**src/rtl/qu_prog_loader.sv**
```systemverilog
// qu_prog_loader: boot-time program loader for the Qu core.
// Receives a byte stream made of a 4-byte little-endian word count followed by
// the instruction words (little-endian). It writes each word to the program
// port and holds the core stalled until the whole image has been accepted.
// Optional feature: define QU_PROG_LOADER_CHECKSUM_EN to require a trailing
// XOR checksum byte over all data bytes before the core is released.
// Handshake: a byte moves only on a cycle where rx_valid && rx_ready at the
// rising clock edge. rx_valid may drop at any time. rx_ready depends only on
// the current state.
module qu_prog_loader #(
    parameter int ADDR_WIDTH = 12,
    parameter int BASE_ADDR  = 0
) (
    input  logic                  clk,
    input  logic                  rst,
    input  logic                  start,
    input  logic [7:0]            rx_data,
    input  logic                  rx_valid,
    output logic                  rx_ready,
    output logic                  mem_en,
    output logic [3:0]            mem_we,
    output logic [ADDR_WIDTH-1:0] mem_addr,
    output logic [31:0]           mem_wdata,
    output logic                  core_stall,
    output logic                  busy,
    output logic                  done,
    output logic                  error,
    output logic [ADDR_WIDTH:0]   words_loaded
);

    typedef enum logic [2:0] {
        S_IDLE  = 3'd0,
        S_LEN   = 3'd1,
        S_DATA  = 3'd2,
        S_WRITE = 3'd3,
        S_DONE  = 3'd4,
        S_ERR   = 3'd5
`ifdef QU_PROG_LOADER_CHECKSUM_EN
        ,
        S_CHK   = 3'd6
`endif
    } state_t;

    // State entered once every word has been written (or the count was zero).
`ifdef QU_PROG_LOADER_CHECKSUM_EN
    localparam state_t S_FIN = S_CHK;
`else
    localparam state_t S_FIN = S_DONE;
`endif

    // Largest image that still fits between BASE_ADDR and the top of memory.
    localparam logic [32:0]           MAX_WORDS = (33'd1 << ADDR_WIDTH) - 33'(BASE_ADDR);
    localparam logic [ADDR_WIDTH-1:0] BASE      = ADDR_WIDTH'(BASE_ADDR);

    state_t      state;
    state_t      state_nxt;
    logic [1:0]  byte_cnt;
    logic [31:0] count;
    logic [23:0] word_reg;
    logic        accept;
    logic        load_start;
    logic        last_byte;
    logic        last_word;
    logic [31:0] count_full;
`ifdef QU_PROG_LOADER_CHECKSUM_EN
    logic [7:0]  csum;
`endif

    assign accept     = rx_valid && rx_ready;
    assign last_byte  = (byte_cnt == 2'd3);
    assign count_full = {rx_data, count[31:8]};
    assign last_word  = ({{(31 - ADDR_WIDTH){1'b0}}, words_loaded} + 32'd1) == count;
    assign load_start = start && (state == S_IDLE || state == S_DONE || state == S_ERR);

    // State register.
    always_ff @(posedge clk or posedge rst) begin
        if (rst) state <= S_IDLE;
        else     state <= state_nxt;
    end

    // Next-state logic and state-decoded outputs.
    always_comb begin
        state_nxt  = state;
        rx_ready   = 1'b0;
        mem_en     = 1'b0;
        mem_we     = 4'h0;
        busy       = 1'b0;
        done       = 1'b0;
        error      = 1'b0;
        core_stall = 1'b1;
        case (state)
            S_IDLE: begin
                if (start) state_nxt = S_LEN;
            end
            S_LEN: begin
                rx_ready = 1'b1;
                busy     = 1'b1;
                if (accept && last_byte) begin
                    if (count_full == 32'd0)                    state_nxt = S_FIN;
                    else if ({1'b0, count_full} > MAX_WORDS)    state_nxt = S_ERR;
                    else                                        state_nxt = S_DATA;
                end
            end
            S_DATA: begin
                rx_ready = 1'b1;
                busy     = 1'b1;
                if (accept && last_byte) state_nxt = S_WRITE;
            end
            S_WRITE: begin
                mem_en    = 1'b1;
                mem_we    = 4'hF;
                busy      = 1'b1;
                state_nxt = last_word ? S_FIN : S_DATA;
            end
`ifdef QU_PROG_LOADER_CHECKSUM_EN
            S_CHK: begin
                rx_ready = 1'b1;
                busy     = 1'b1;
                if (accept) state_nxt = (rx_data == csum) ? S_DONE : S_ERR;
            end
`endif
            S_DONE: begin
                done       = 1'b1;
                core_stall = 1'b0;
                if (start) state_nxt = S_LEN;
            end
            S_ERR: begin
                error = 1'b1;
                if (start) state_nxt = S_LEN;
            end
            default: state_nxt = S_IDLE;
        endcase
    end

    // Byte assembly, word counter and memory address/data registers.
    always_ff @(posedge clk or posedge rst) begin
        if (rst) begin
            byte_cnt     <= 2'd0;
            count        <= 32'd0;
            word_reg     <= 24'd0;
            words_loaded <= '0;
            mem_addr     <= '0;
            mem_wdata    <= 32'd0;
`ifdef QU_PROG_LOADER_CHECKSUM_EN
            csum         <= 8'h00;
`endif
        end else if (load_start) begin
            byte_cnt     <= 2'd0;
            count        <= 32'd0;
            words_loaded <= '0;
`ifdef QU_PROG_LOADER_CHECKSUM_EN
            csum         <= 8'h00;
`endif
        end else begin
            if (state == S_LEN && accept) begin
                count    <= count_full;
                byte_cnt <= byte_cnt + 2'd1;
            end
            if (state == S_DATA && accept) begin
                word_reg <= {rx_data, word_reg[23:8]};
                byte_cnt <= byte_cnt + 2'd1;
`ifdef QU_PROG_LOADER_CHECKSUM_EN
                csum     <= csum ^ rx_data;
`endif
                // Address and data are staged here so they are valid during WRITE
                // and simply hold afterwards.
                if (last_byte) begin
                    mem_addr  <= BASE + words_loaded[ADDR_WIDTH-1:0];
                    mem_wdata <= {rx_data, word_reg};
                end
            end
            if (state == S_WRITE) words_loaded <= words_loaded + 1'b1;
        end
    end

endmodule

```
**config.mk**
```make
export PLATFORM = sky130hd
export DESIGN_NAME = qu_prog_loader
export DESIGN_NICKNAME = d
export VERILOG_FILES = /design/src/rtl/qu_prog_loader.sv
export SDC_FILE = /design/constraint.sdc
export NUM_CORES = 1
export LEC_CHECK = 0
export CORE_ASPECT_RATIO = 1.25
export CORE_MARGIN = 3
export CORE_UTILIZATION = 54
export DETAILED_ROUTE_END_ITERATION = 8
export PLACE_DENSITY = 0.8
export RECOVER_POWER = 100
export SLEW_MARGIN = 20
export SYNTH_ARGS = -nofsm -noshare
export SYNTH_HDL_FRONTEND = slang
export SYNTH_SLANG_ARGS = --single-unit
```
**constraint.sdc**
```tcl
create_clock -name clk -period 4.89 [get_ports clk]
set_input_delay 0.489 -clock clk [delete_from_list [all_inputs] [get_ports clk]]
set_output_delay 0.489 -clock clk [all_outputs]
set_load 0.02 [all_outputs]
```
==> impl_metrics.csv <==
group,metric,value,unit
sta,finalSetupTns,0,ps
worst_setup_path,regToRegSetupSlack,1510,ps
global_routing,grt_max_degree,85,
sta,drv_slew,122,
worst_setup_path,crit_arrival,3660,ps
worst_setup_path,cp-end-kind,"flop",
global_routing,gr-total-overflow,0,
synth,synth-seq-area-share,0.576,
placement,portBuffers,78,
power,power,3250,uW
power,p_per_area,495,nW/um2
worst_setup_path,r2r_cells,6,
power,pwr-share-comb,0.188,
synth,synth_edf_count,0,
cells_and_area,fill_cells,658,
synth,synthCells,401,
synth,yosys_register_bits,118,
sta,fmax,296,MHz
min_path,holdPathEnd,"mem_addr[4]",
synth,yosys_warnings,0,
detailed_routing,drc,0,
flow_run,cap_violations,2,
cells_and_area,final_cell_area,6570,um2
worst_setup_path,cp-start-kind,"flop",
clock_network,cts_max_level,4,
worst_setup_path,path_delay_family,"buffers and inverters",
detailed_routing,vias_per_cell,5.89,
synth,netlist_area,5120,um2
worst_setup_path,cpMostUsedCell,"clkbuf_1",
synth,synth_cell_types,49,
clock_network,clk_pin_slew_worst_paths,60,ps
clock_network,cts_resized,0,
sta,worst_slew_pin_slew,3060,ps
sta,fin_hold_ws,494,ps
worst_setup_path,crit_required,5180,ps
worst_setup_path,r2r_start,"state[2]",
cells_and_area,nets,490,
power,swShare,0.305,
worst_setup_path,cp_cell_sequence,"and2b_1 -> and3_1 -> clkbuf_1 -> nor2_1 -> clkbuf_1 -> a22o_1",
min_path,min_from,"mem_addr[4]",
synth,ys.flop_type,"dfrtp_1",
worst_setup_path,max_stage_delay,1170,ps
floorplanning,rows,39,
worst_setup_path,critPathMaxFanout,36,
run_status,outcome,"complete, but fails checks",
synth,async_flop_share,1.00,
detailed_routing,first_iter_violations,281,
detailed_routing,dr.pass1.iters,5,
floorplanning,die_w,93.1,um
sta,setup_viol_count_final,0,
sta,rsz0062_at_grt,"no",
sta,period_share,0.690,
worst_setup_path,worst-path-buf-inv,2,
clock_network,clock-root-buffer,"clkbuf_16",
placement,place_congestion,0.858,
clock_network,cts_sinks,118,
floorplanning,core,9170,um2
min_path,holdCritPathClass,"flop to flop",
floorplanning,die-area,10700,um2
floorplanning,fp.dieH,115,um
floorplanning,pin_count,79,
run_status,violations,"capacitance limit, slew limit",
clock_network,ctsHoldBuffers,0,
sta,finalHoldViolCount,0,
power,power.leakage,0.00326,uW
placement,hpwlAfterDp,7140,um
placement,dpl_cell_area,5960,um2
min_path,min_path_cells,1,
global_routing,antenna_found_initial,0,
cells_and_area,diodes,0,
clock_network,numCtsBuffers,17,
detailed_routing,wl,11400,um
worst_setup_path,timing.rr.end,"count[26]",
synth,synth_area_per_cell,12.8,um2
clock_network,insertion_delay,410,ps
global_routing,grt_pass1_wl,19100,um
global_routing,grt_usage,0.231,
worst_setup_path,cp_slowest_cell,"clkbuf_1",
power,p_switching,991,uW
power,internal-power,2260,uW
clock_network,post-cts-setup-buffers,0,
detailed_routing,vias,3602,
detailed_routing,ant_nets,0,
detailed_routing,detail_route.wl_per_cell,18.7,um
sta,period_minus_slack,3380,ps
power,power_frac_seq,0.415,
power,ir_drop,0.293,mV
clock_network,cts_tree,"built",
sta,skew,5.82,ps
clock_network,cts_buffer_depth,2,
global_routing,grt_pass1_vias,3662,
floorplanning,start_util,0.559,
worst_setup_path,critPathKind,"flop to flop",
sta,maxSlewHeadroom,-1.04,
cells_and_area,area_delta_synth_final,28.1,%
cells_and_area,drive_gt1_frac,0.221,
power,pwr-share-clk,0.397,
synth,syn_nets,415,
==> worst max-delay path by stage <==
stage,to,depth (start not counted),from
floorplan,byte_cnt[0],1,rst
global placement,mem_addr[4],5,rx_valid
detailed placement,mem_addr[4],5,rx_valid
CTS,mem_we[0],4,state[0]
global route,mem_addr[8],2,rst
finish,count[26],6,state[2]
==> cells by family (layout without fill, tap and decap cells) <==
kind of cell,Yosys count,in the layout,share of synthesized area
and+or+nand+nor,84,84,0.0947
xor gates and xnor gates,20,20,0.0342
AOI/OAI and AO/OA,76,76,0.105
muxes,71,71,0.156
DFF,118,118,0.576
adders and majority gates,2,2,0.00488
buffers and inverters,30,118,0.0293
==> cell usage after synthesis (2+ instances only) <==
cell | n | share of area
a21oi_1 | 9 | 0.0088
a22o_1 | 32 | 0.055
a31oi_1 | 2 | 0.0024
and2_1 | 2 | 0.0024
and3_1 | 4 | 0.0049
and4_1 | 3 | 0.0051
buf_2 | 15 | 0.015
buf_4 | 5 | 0.0073
clkbuf_1 | 5 | 0.0037
dfrtp_1 | 118 | 0.58
ha_1 | 2 | 0.0049
inv_1 | 2 | 0.0015
inv_2 | 2 | 0.0015
mux2_1 | 2 | 0.0044
mux2_2 | 67 | 0.15
mux2i_1 | 2 | 0.0039
nand2_1 | 15 | 0.011
nand3_1 | 8 | 0.0078
nand4_1 | 3 | 0.0037
nor2_1 | 21 | 0.015
nor2b_1 | 2 | 0.0024
nor3_1 | 5 | 0.0049
nor4_1 | 7 | 0.0085
o21ai_0 | 24 | 0.023
o31ai_1 | 2 | 0.0029
xnor2_1 | 13 | 0.022
xor2_1 | 7 | 0.012
==> metal layers <==
layer  wire, um  vias up  global-route usage
met5          0        -                   0
met4        205        0              0.0811
met3        551       23              0.0609
met2       6140      137               0.404
met1       4520     1826               0.276
li1           -     1616                   -
==> worst reg2reg max path, delay by kind of cell, from the launching register on <==
| kind | cells | cell delay (ps) |
|---|---|---|
| buffers and inverters | 2 | 1760 |
| AOI/OAI and AO/OA | 1 | 400 |
| and+or+nand+nor | 3 | 630 |
| DFF | 1 | 460 |
==> layout make-up <==
class,instances,area [um2],area share
Timing Repair Buffer,82,800,0.122
Inverter,4,15.0,0.00229
Clock buffer,19,453,0.0690
Tap cell,123,154,0.0234
Clock inverter,13,171,0.0261
Sequential cell,118,2950,0.450
Multi-Input combinational cell,253,2020,0.308
==> through the flow <==
stage | utilization | cells | worst slack (ps)
3_3_place_gp | 0.650 | 580 | 1970
6_report | 0.716 | 612 | 1510
5_1_grt | 0.716 | 612 | 919
4_1_cts | 0.718 | 612 | 1800
2_1_floorplan | - | 401 | 1270
3_5_place_dp | 0.650 | 580 | 1900
==> cells in the final DEF, fill, tap and decap left out, types with 4 or more instances in the layout <==
cell and instances:
xnor2_1 13, a22o_1 32, nor4_1 7, nand2_1 15
a21oi_1 9, inv_1 4, nor2_1 21, nand3_1 9
dfrtp_1 118, and3_1 4, o21ai_0 24, clkdlybuf4s50_1 10
mux2_2 67, clkinv_4 4, dlygate4sd3_1 68, clkbuf_16 17
nor3_1 5, xor2_1 7
==> power by group through the flow <==
| stage | Clock [uW] | Sequential (uW) | Combinational (uW) |
|---|---|---|---|
| final | 1290 | 1350 | 610 |
| after global routing | 1350 | 1380 | 669 |
| after CTS | 1300 | 1350 | 628 |
| after detailed placement | 0 | 1360 | 609 |
| after global placement | 0 | 1350 | 589 |
| after floorplan | 0 | 1310 | 437 |
No activity file was read; power rests on OpenSTA's default activity.
